<file path="src/rtl/bus_pkg.sv">
// Shared bus definitions: ID field width, broadcast ID and the packet ID extractor.
// Used by the receive endpoint, the driver-side FIFO and bench transaction code.
package bus_pkg;

    localparam int ID_W = 8;
    localparam logic [ID_W-1:0] BROADCAST_ID = 8'hFF;
    localparam int PKT_MAX_W = 64;

    // The ID occupies the top ID_W bits of a pkt_w-wide packet.
    function automatic logic [ID_W-1:0] pkt_id(input logic [PKT_MAX_W-1:0] pkt,
                                               input int unsigned pkt_w);
        return ID_W'(pkt >> (pkt_w - ID_W));
    endfunction

endpackage

</file>
<file path="src/rtl/bus_rx_endpoint_if.sv">
// Bus delivery (push/D_push) plus consumer valid/ready read port of the receive endpoint.
interface bus_rx_endpoint_if #(
    parameter int pckg_sz = 16
);
    logic               push;
    logic [pckg_sz-1:0] D_push;
    logic               rd_valid;
    logic               rd_ready;
    logic [pckg_sz-1:0] rd_data;

    modport master (output push, D_push, rd_ready, input rd_valid, rd_data);
    modport slave  (input push, D_push, rd_ready, output rd_valid, rd_data);
endinterface

</file>
<file path="src/rtl/bus_rx_endpoint_fifo.sv">
// Generic show-ahead FIFO: rd_data always shows the entry at the read pointer.
// Writes are refused when full unless a pop happens in the same cycle.
module rx_sync_fifo #(
    parameter int pckg_sz   = 16,
    parameter int deep_fifo = 8
) (
    input  logic                       clk,
    input  logic                       reset,
    input  logic                       wr_en,
    input  logic [pckg_sz-1:0]         wr_data,
    input  logic                       rd_en,
    output logic [pckg_sz-1:0]         rd_data,
    output logic                       full,
    output logic                       empty,
    output logic [$clog2(deep_fifo):0] count
);
    localparam int AW = $clog2(deep_fifo);
    localparam int CW = AW + 1;

    logic [pckg_sz-1:0] mem [deep_fifo];
    logic [AW-1:0]      wr_ptr_reg;
    logic [AW-1:0]      rd_ptr_reg;
    logic [CW-1:0]      count_reg;
    logic               do_wr;
    logic               do_rd;

    assign empty   = (count_reg == '0);
    assign full    = (count_reg == CW'(deep_fifo));
    assign count   = count_reg;
    assign rd_data = mem[rd_ptr_reg];

    assign do_rd = rd_en & ~empty;
    assign do_wr = wr_en & (~full | do_rd);

    // Storage carries no reset; only the pointers define what is valid.
    always_ff @(posedge clk) begin
        if (do_wr)
            mem[wr_ptr_reg] <= wr_data;
    end

    always_ff @(posedge clk or negedge reset) begin
        if (!reset) begin
            wr_ptr_reg <= '0;
            rd_ptr_reg <= '0;
            count_reg  <= '0;
        end else begin
            if (do_wr)
                wr_ptr_reg <= wr_ptr_reg + 1'b1;
            if (do_rd)
                rd_ptr_reg <= rd_ptr_reg + 1'b1;
            if (do_wr && !do_rd)
                count_reg <= count_reg + 1'b1;
            else if (do_rd && !do_wr)
                count_reg <= count_reg - 1'b1;
        end
    end
endmodule

</file>
<file path="src/rtl/bus_rx_endpoint.sv">
// Device-side bus receive endpoint: address filter, show-ahead receive FIFO, sticky overflow.
// Optional BUS_RX_STATS_EN adds saturating rx/drop counters.
module bus_rx_endpoint
    import bus_pkg::*;
#(
    parameter int        pckg_sz   = 16,
    parameter int        deep_fifo = 8,
    parameter logic [7:0] drvr_id  = 8'd0,
    parameter bit        bits      = 1'b1
) (
    input  logic                       clk,
    input  logic                       reset,
    bus_rx_endpoint_if.slave           rx,
    output logic                       full,
    output logic [$clog2(deep_fifo):0] count,
    output logic                       ovf,
    input  logic                       clr_ovf
`ifdef BUS_RX_STATS_EN
    ,
    output logic [15:0]                rx_cnt,
    output logic [15:0]                drop_addr_cnt,
    output logic [15:0]                drop_ovf_cnt
`endif
);
    logic [ID_W-1:0]    id;
    logic               addr_match;
    logic               pop;
    logic               accept;
    logic               ovf_set;
    logic               fifo_full;
    logic               fifo_empty;
    logic [pckg_sz-1:0] fifo_rd_data;
    logic               ovf_reg;

    assign id         = pkt_id(PKT_MAX_W'(rx.D_push), pckg_sz);
    assign addr_match = (id == drvr_id) || (bits && (id == BROADCAST_ID));

    assign rx.rd_valid = ~fifo_empty;
    assign rx.rd_data  = fifo_rd_data;
    assign pop         = rx.rd_valid & rx.rd_ready;

    // A full FIFO still takes a packet when the consumer frees a slot this cycle.
    assign accept  = rx.push & addr_match & (~fifo_full | pop);
    assign ovf_set = rx.push & addr_match & fifo_full & ~pop;

    rx_sync_fifo #(
        .pckg_sz   (pckg_sz),
        .deep_fifo (deep_fifo)
    ) u_fifo (
        .clk     (clk),
        .reset   (reset),
        .wr_en   (rx.push & addr_match),
        .wr_data (rx.D_push),
        .rd_en   (pop),
        .rd_data (fifo_rd_data),
        .full    (fifo_full),
        .empty   (fifo_empty),
        .count   (count)
    );

    assign full = fifo_full;
    assign ovf  = ovf_reg;

    // Setting wins over clearing so a drop coincident with clr_ovf is never missed.
    always_ff @(posedge clk or negedge reset) begin
        if (!reset)
            ovf_reg <= 1'b0;
        else if (ovf_set)
            ovf_reg <= 1'b1;
        else if (clr_ovf)
            ovf_reg <= 1'b0;
    end

`ifdef BUS_RX_STATS_EN
    logic [2:0]  stat_inc;
    logic [15:0] stat_cnt_reg [3];

    assign stat_inc = {ovf_set, rx.push & ~addr_match, accept};

    for (genvar gi = 0; gi < 3; gi++) begin : g_stat
        always_ff @(posedge clk or negedge reset) begin
            if (!reset)
                stat_cnt_reg[gi] <= '0;
            else if (stat_inc[gi]) begin
                if (clr_ovf)
                    stat_cnt_reg[gi] <= 16'd1;
                else if (stat_cnt_reg[gi] != 16'hFFFF)
                    stat_cnt_reg[gi] <= stat_cnt_reg[gi] + 16'd1;
            end else if (clr_ovf)
                stat_cnt_reg[gi] <= '0;
        end
    end

    assign rx_cnt        = stat_cnt_reg[0];
    assign drop_addr_cnt = stat_cnt_reg[1];
    assign drop_ovf_cnt  = stat_cnt_reg[2];
`else
    logic unused_accept;
    assign unused_accept = accept;
`endif
endmodule

</file>
<file path="src/flat_wrapper.sv">
// flat-port wrapper written by rule: the top's interface ports become plain ports
module bus_rx_endpoint_flat import bus_pkg::*;
#(
    parameter int        pckg_sz   = 16,
    parameter int        deep_fifo = 8,
    parameter logic [7:0] drvr_id  = 8'd0,
    parameter bit        bits      = 1'b1
)
  (clk, reset, full, count, ovf, clr_ovf, rx_push, rx_D_push, rx_rd_ready, rx_rd_valid, rx_rd_data);
  bus_rx_endpoint_if #(.pckg_sz(pckg_sz)) rx_i ();
  input  logic clk;
  input  logic reset;
  output logic full;
  output logic [$clog2(deep_fifo):0] count;
  output logic ovf;
  input  logic clr_ovf;
  input wire logic [$bits(rx_i.push)-1:0] rx_push;
  input wire logic [$bits(rx_i.D_push)-1:0] rx_D_push;
  input wire logic [$bits(rx_i.rd_ready)-1:0] rx_rd_ready;
  output wire logic [$bits(rx_i.rd_valid)-1:0] rx_rd_valid;
  output wire logic [$bits(rx_i.rd_data)-1:0] rx_rd_data;
  assign rx_i.push = rx_push;
  assign rx_i.D_push = rx_D_push;
  assign rx_i.rd_ready = rx_rd_ready;
  assign rx_rd_valid = rx_i.rd_valid;
  assign rx_rd_data = rx_i.rd_data;
  bus_rx_endpoint #(.pckg_sz(pckg_sz), .deep_fifo(deep_fifo), .drvr_id(drvr_id), .bits(bits)) u_core (.clk(clk), .reset(reset), .rx(rx_i), .full(full), .count(count), .ovf(ovf), .clr_ovf(clr_ovf));
endmodule
</file>
<file path="config.mk">
export PLATFORM = sky130hd
export DESIGN_NAME = bus_rx_endpoint_flat
export DESIGN_NICKNAME = d
export VERILOG_FILES = /design/src/rtl/bus_pkg.sv /design/src/rtl/bus_rx_endpoint_if.sv /design/src/rtl/bus_rx_endpoint_fifo.sv /design/src/rtl/bus_rx_endpoint.sv /design/src/flat_wrapper.sv
export SDC_FILE = /design/constraint.sdc
export NUM_CORES = 1
export LEC_CHECK = 0
export BUFFER_PORTS_ARGS = -buffer_cell sky130_fd_sc_hd__buf_4
export CORE_MARGIN = 2
export CORE_UTILIZATION = 30
export DETAILED_ROUTE_END_ITERATION = 12
export GPL_ROUTABILITY_DRIVEN = 0
export SYNTH_ARGS = -nofsm -noshare
export SYNTH_HDL_FRONTEND = slang
export SYNTH_SLANG_ARGS = --single-unit
export TNS_END_PERCENT = 20
</file>
<file path="constraint.sdc">
create_clock -name clk -period 9.1 [get_ports clk]
set_clock_uncertainty 0.15 [all_clocks]
set_input_delay 0.91 -clock clk [delete_from_list [all_inputs] [get_ports clk]]
set_output_delay 0.91 -clock clk [all_outputs]
set_load 0.02 [all_outputs]
</file>
==> impl_metrics.yaml <==
status:
  outcome: "complete, no violations"
synth:
  ys_seq_elements: 139
  synth.top_cell.area_share: 0.693
  synthAdderAreaFrac: 0.0149
  avgSynthCellArea_um2: 21.7
  synth_compound_area_frac: 0.0133
  synth_ff_type: "edfxtp_1"
  ys_async_sr_fraction: 0.0791
  syn_nets: 283
  synth_cell_types: 39
  yosysWarningCount: 0
  yosys.area.top_type: "edfxtp_1"
  synth_edf_count: 128
  ys_seq_area_frac: 0.743
  synth-simple-area-share: 0.0323
  synth_area_mm2: 0.00555
  netlist_instances: 256
  synth_top_family_by_area: "multiplexers"
  yosys-top-cells-area: "edfxtp_1 69%, mux4_2 13%, dfrtp_1 5.0%, mux2_2 3.7%, ha_1 1.1%"
  synth_mux_area_frac: 0.170
  synth-xor-area-share: 0.00947
route:
  wl_per_cell_um: 19.8
  dr.pass1.iters: 4
  wl_met1_um: 4680
  ant_nets: 0
  routed-wl-met3_um: 350
  top_layer: "met4"
  dr_wl_met2_um: 5710
  avgViaCountPerCell: 4.76
  finalWirelength_um: 10900
  drc: 0
  drt_iter0_drc: 216
  num_vias: 2614
global_route:
  grt_first_pass_wirelength_um: 16400
  grt_use_total: 0.117
  grt_max_degree: 35
  grt_pass1_vias: 2783
  antenna_found_initial: 0
  grt.overflow.total: 0
worst_setup_path:
  crit_type: "reg -> out"
  cp_max_fo: 18
  start_kind: "register"
  crit_required_ps: 8040
  cp.arrival_ps: 2610
  crit_path_end_kind: "output pin"
clock_tree:
  cts_buffer_depth: 2
  post_cts_buffers: 0
  cts-root-buf: "clkbuf_16"
  cts.htree.levels: 4
  cts_sinks: 139
  cts_tree: "yes"
  cts.repair.resized: 0
  path_clk_slew_ps: 60
  cts_made_buffers: 17
  clk_latency_ps: 420
  cts_hold_buffers: 0
floorplan:
  die_h_um: 140
  die_w_um: 140
  start_util: 0.308
  die_area_mm2: 0.0196
  io_pins: 44
  num_rows: 49
  coreArea_mm2: 0.0180
power:
  sw_frac_of_total: 0.282
  comb_power_share: 0.262
  peakVddDrop_uv: 179
  p_total_mw: 1.95
  p_per_area_mw_per_mm2: 294
  pwr-share-clk: 0.324
  power_frac_seq: 0.414
  p_leak_nw: 2.23
  p_int_mw: 1.40
  p_sw_uw: 552
timing:
  grt_setup_unrepaired: "false"
  relSlewSlack: 0.251
  clock.fmax_mhz: 273
  slew_violations: 0
  final-setup-viol-count: 0
  hold_violations: 0
  period_share: 0.403
  setup_tns_ps: 0
  setup_slack_ps: 5430
  tightestPinTransition_ps: 1120
  min_period_ps: 3670
cells_and_area:
  final_common_cell: "edfxtp_1"
  final_area_mm2: 0.00665
  final_util: 0.369
  final_nets: 335
  fill_cells: 1692
  final_cell_mix: "128 x edfxtp_1, 45 x buf_4, 32 x mux4_2, 18 x mux2_2, 17 x clkbuf_16"
  layout-drive-gt1-share: 0.391
  largest_reg_flops: 128
  diodes: 0
  area_delta_synth_final_pct: 19.8
placement:
  dp_slack_ps: 5310
  place_area_mm2: 0.00611
  dp_hpwl_um: 6360
  numPortBuffers: 43
worst_hold_path:
  hold_class: "in -> async"
job:
  maxCapViolations: 0
[power by group through the flow]
| stage | clock network, mW | logic [mW] | registers, mW |
|---|---|---|---|
| after floorplan | 0 | 0.417 | 0.755 |
| after global routing | 0.673 | 0.549 | 0.821 |
| after CTS | 0.647 | 0.527 | 0.814 |
| after global placement | 0 | 0.520 | 0.827 |
| final | 0.633 | 0.512 | 0.808 |
| after detailed placement | 0 | 0.524 | 0.827 |
[cells in the mapped netlist, types with 2 or more instances]
cell,n
edfxtp_1,128
mux4_2,32
mux2_2,18
dfrtp_1,11
nand2_1,6
ha_1,5
buf_2,4
buf_6,4
inv_1,4
xnor2_1,4
and4b_1,3
clkbuf_1,3
nor3_1,3
nand4_1,2
nor2_1,2
nor4_1,2
o21ai_0,2
xor2_1,2
[final cells by class]
class | count | area (um2) | area share
tap | 229 | 287 | 0.0431
sequential | 139 | 4120 | 0.620
timing repair buffer | 45 | 338 | 0.0508
clock buffer | 18 | 429 | 0.0646
clock inverter | 13 | 109 | 0.0164
multi-input combinational | 101 | 1350 | 0.203
inverter | 4 | 15.0 | 0.00226
[cell families (layout without fill, tap and decap cells)]
logic type               after synthesis  count (layout)
XOR/XNOR                               6               6
AND/OR/NAND/NOR                       27              27
buffers and inverters                 16              80
AO/OA/AOI/OAI                         10              10
flip-flops                           139             139
adder cells (fa/ha/maj)                6               6
multiplexers                          52              52
[worst paths after layout]
kind / from / to / depth (start not counted) / slack [ps]
setup / recovery: u_core.u_fifo.rd_ptr_reg[0] / rx_rd_data[14] / 4 / 5430
hold / removal: reset / u_core.u_fifo.count[0] / 1 / 170
setup reg to reg: u_core.u_fifo.count[1] / u_core.u_fifo.count[3] / 9 / 5940
hold reg to reg: u_core.ovf / u_core.ovf / 1 / 350
max in group asynchronous: reset / u_core.u_fifo.rd_ptr_reg[0] / 1 / 8460
min in group clk: u_core.ovf / u_core.ovf / 1 / 350
[critical path, cell delays in order, from the launching register on]
cell and delay [ps]:
dfrtp_2 730, buf_4 450, mux4_2 550, mux2_2 290, buf_4 160
[stage by stage]
stage	hold slack [ps]	instances
2_1_floorplan	376	256
3_3_place_gp	327	518
3_5_place_dp	348	518
4_1_cts	154	549
5_1_grt	158	549
6_report	165	549
[layer usage]
| layer | GRT usage | vias to the layer above |
|---|---|---|
| li1 | - | 1176 |
| met1 | 0.139 | 1373 |
| met2 | 0.198 | 51 |
| met3 | 0.0397 | 14 |
| met4 | 0.0395 | 0 |
| met5 | 0 | - |
Note: power is estimated with default switching activity, not from simulation.
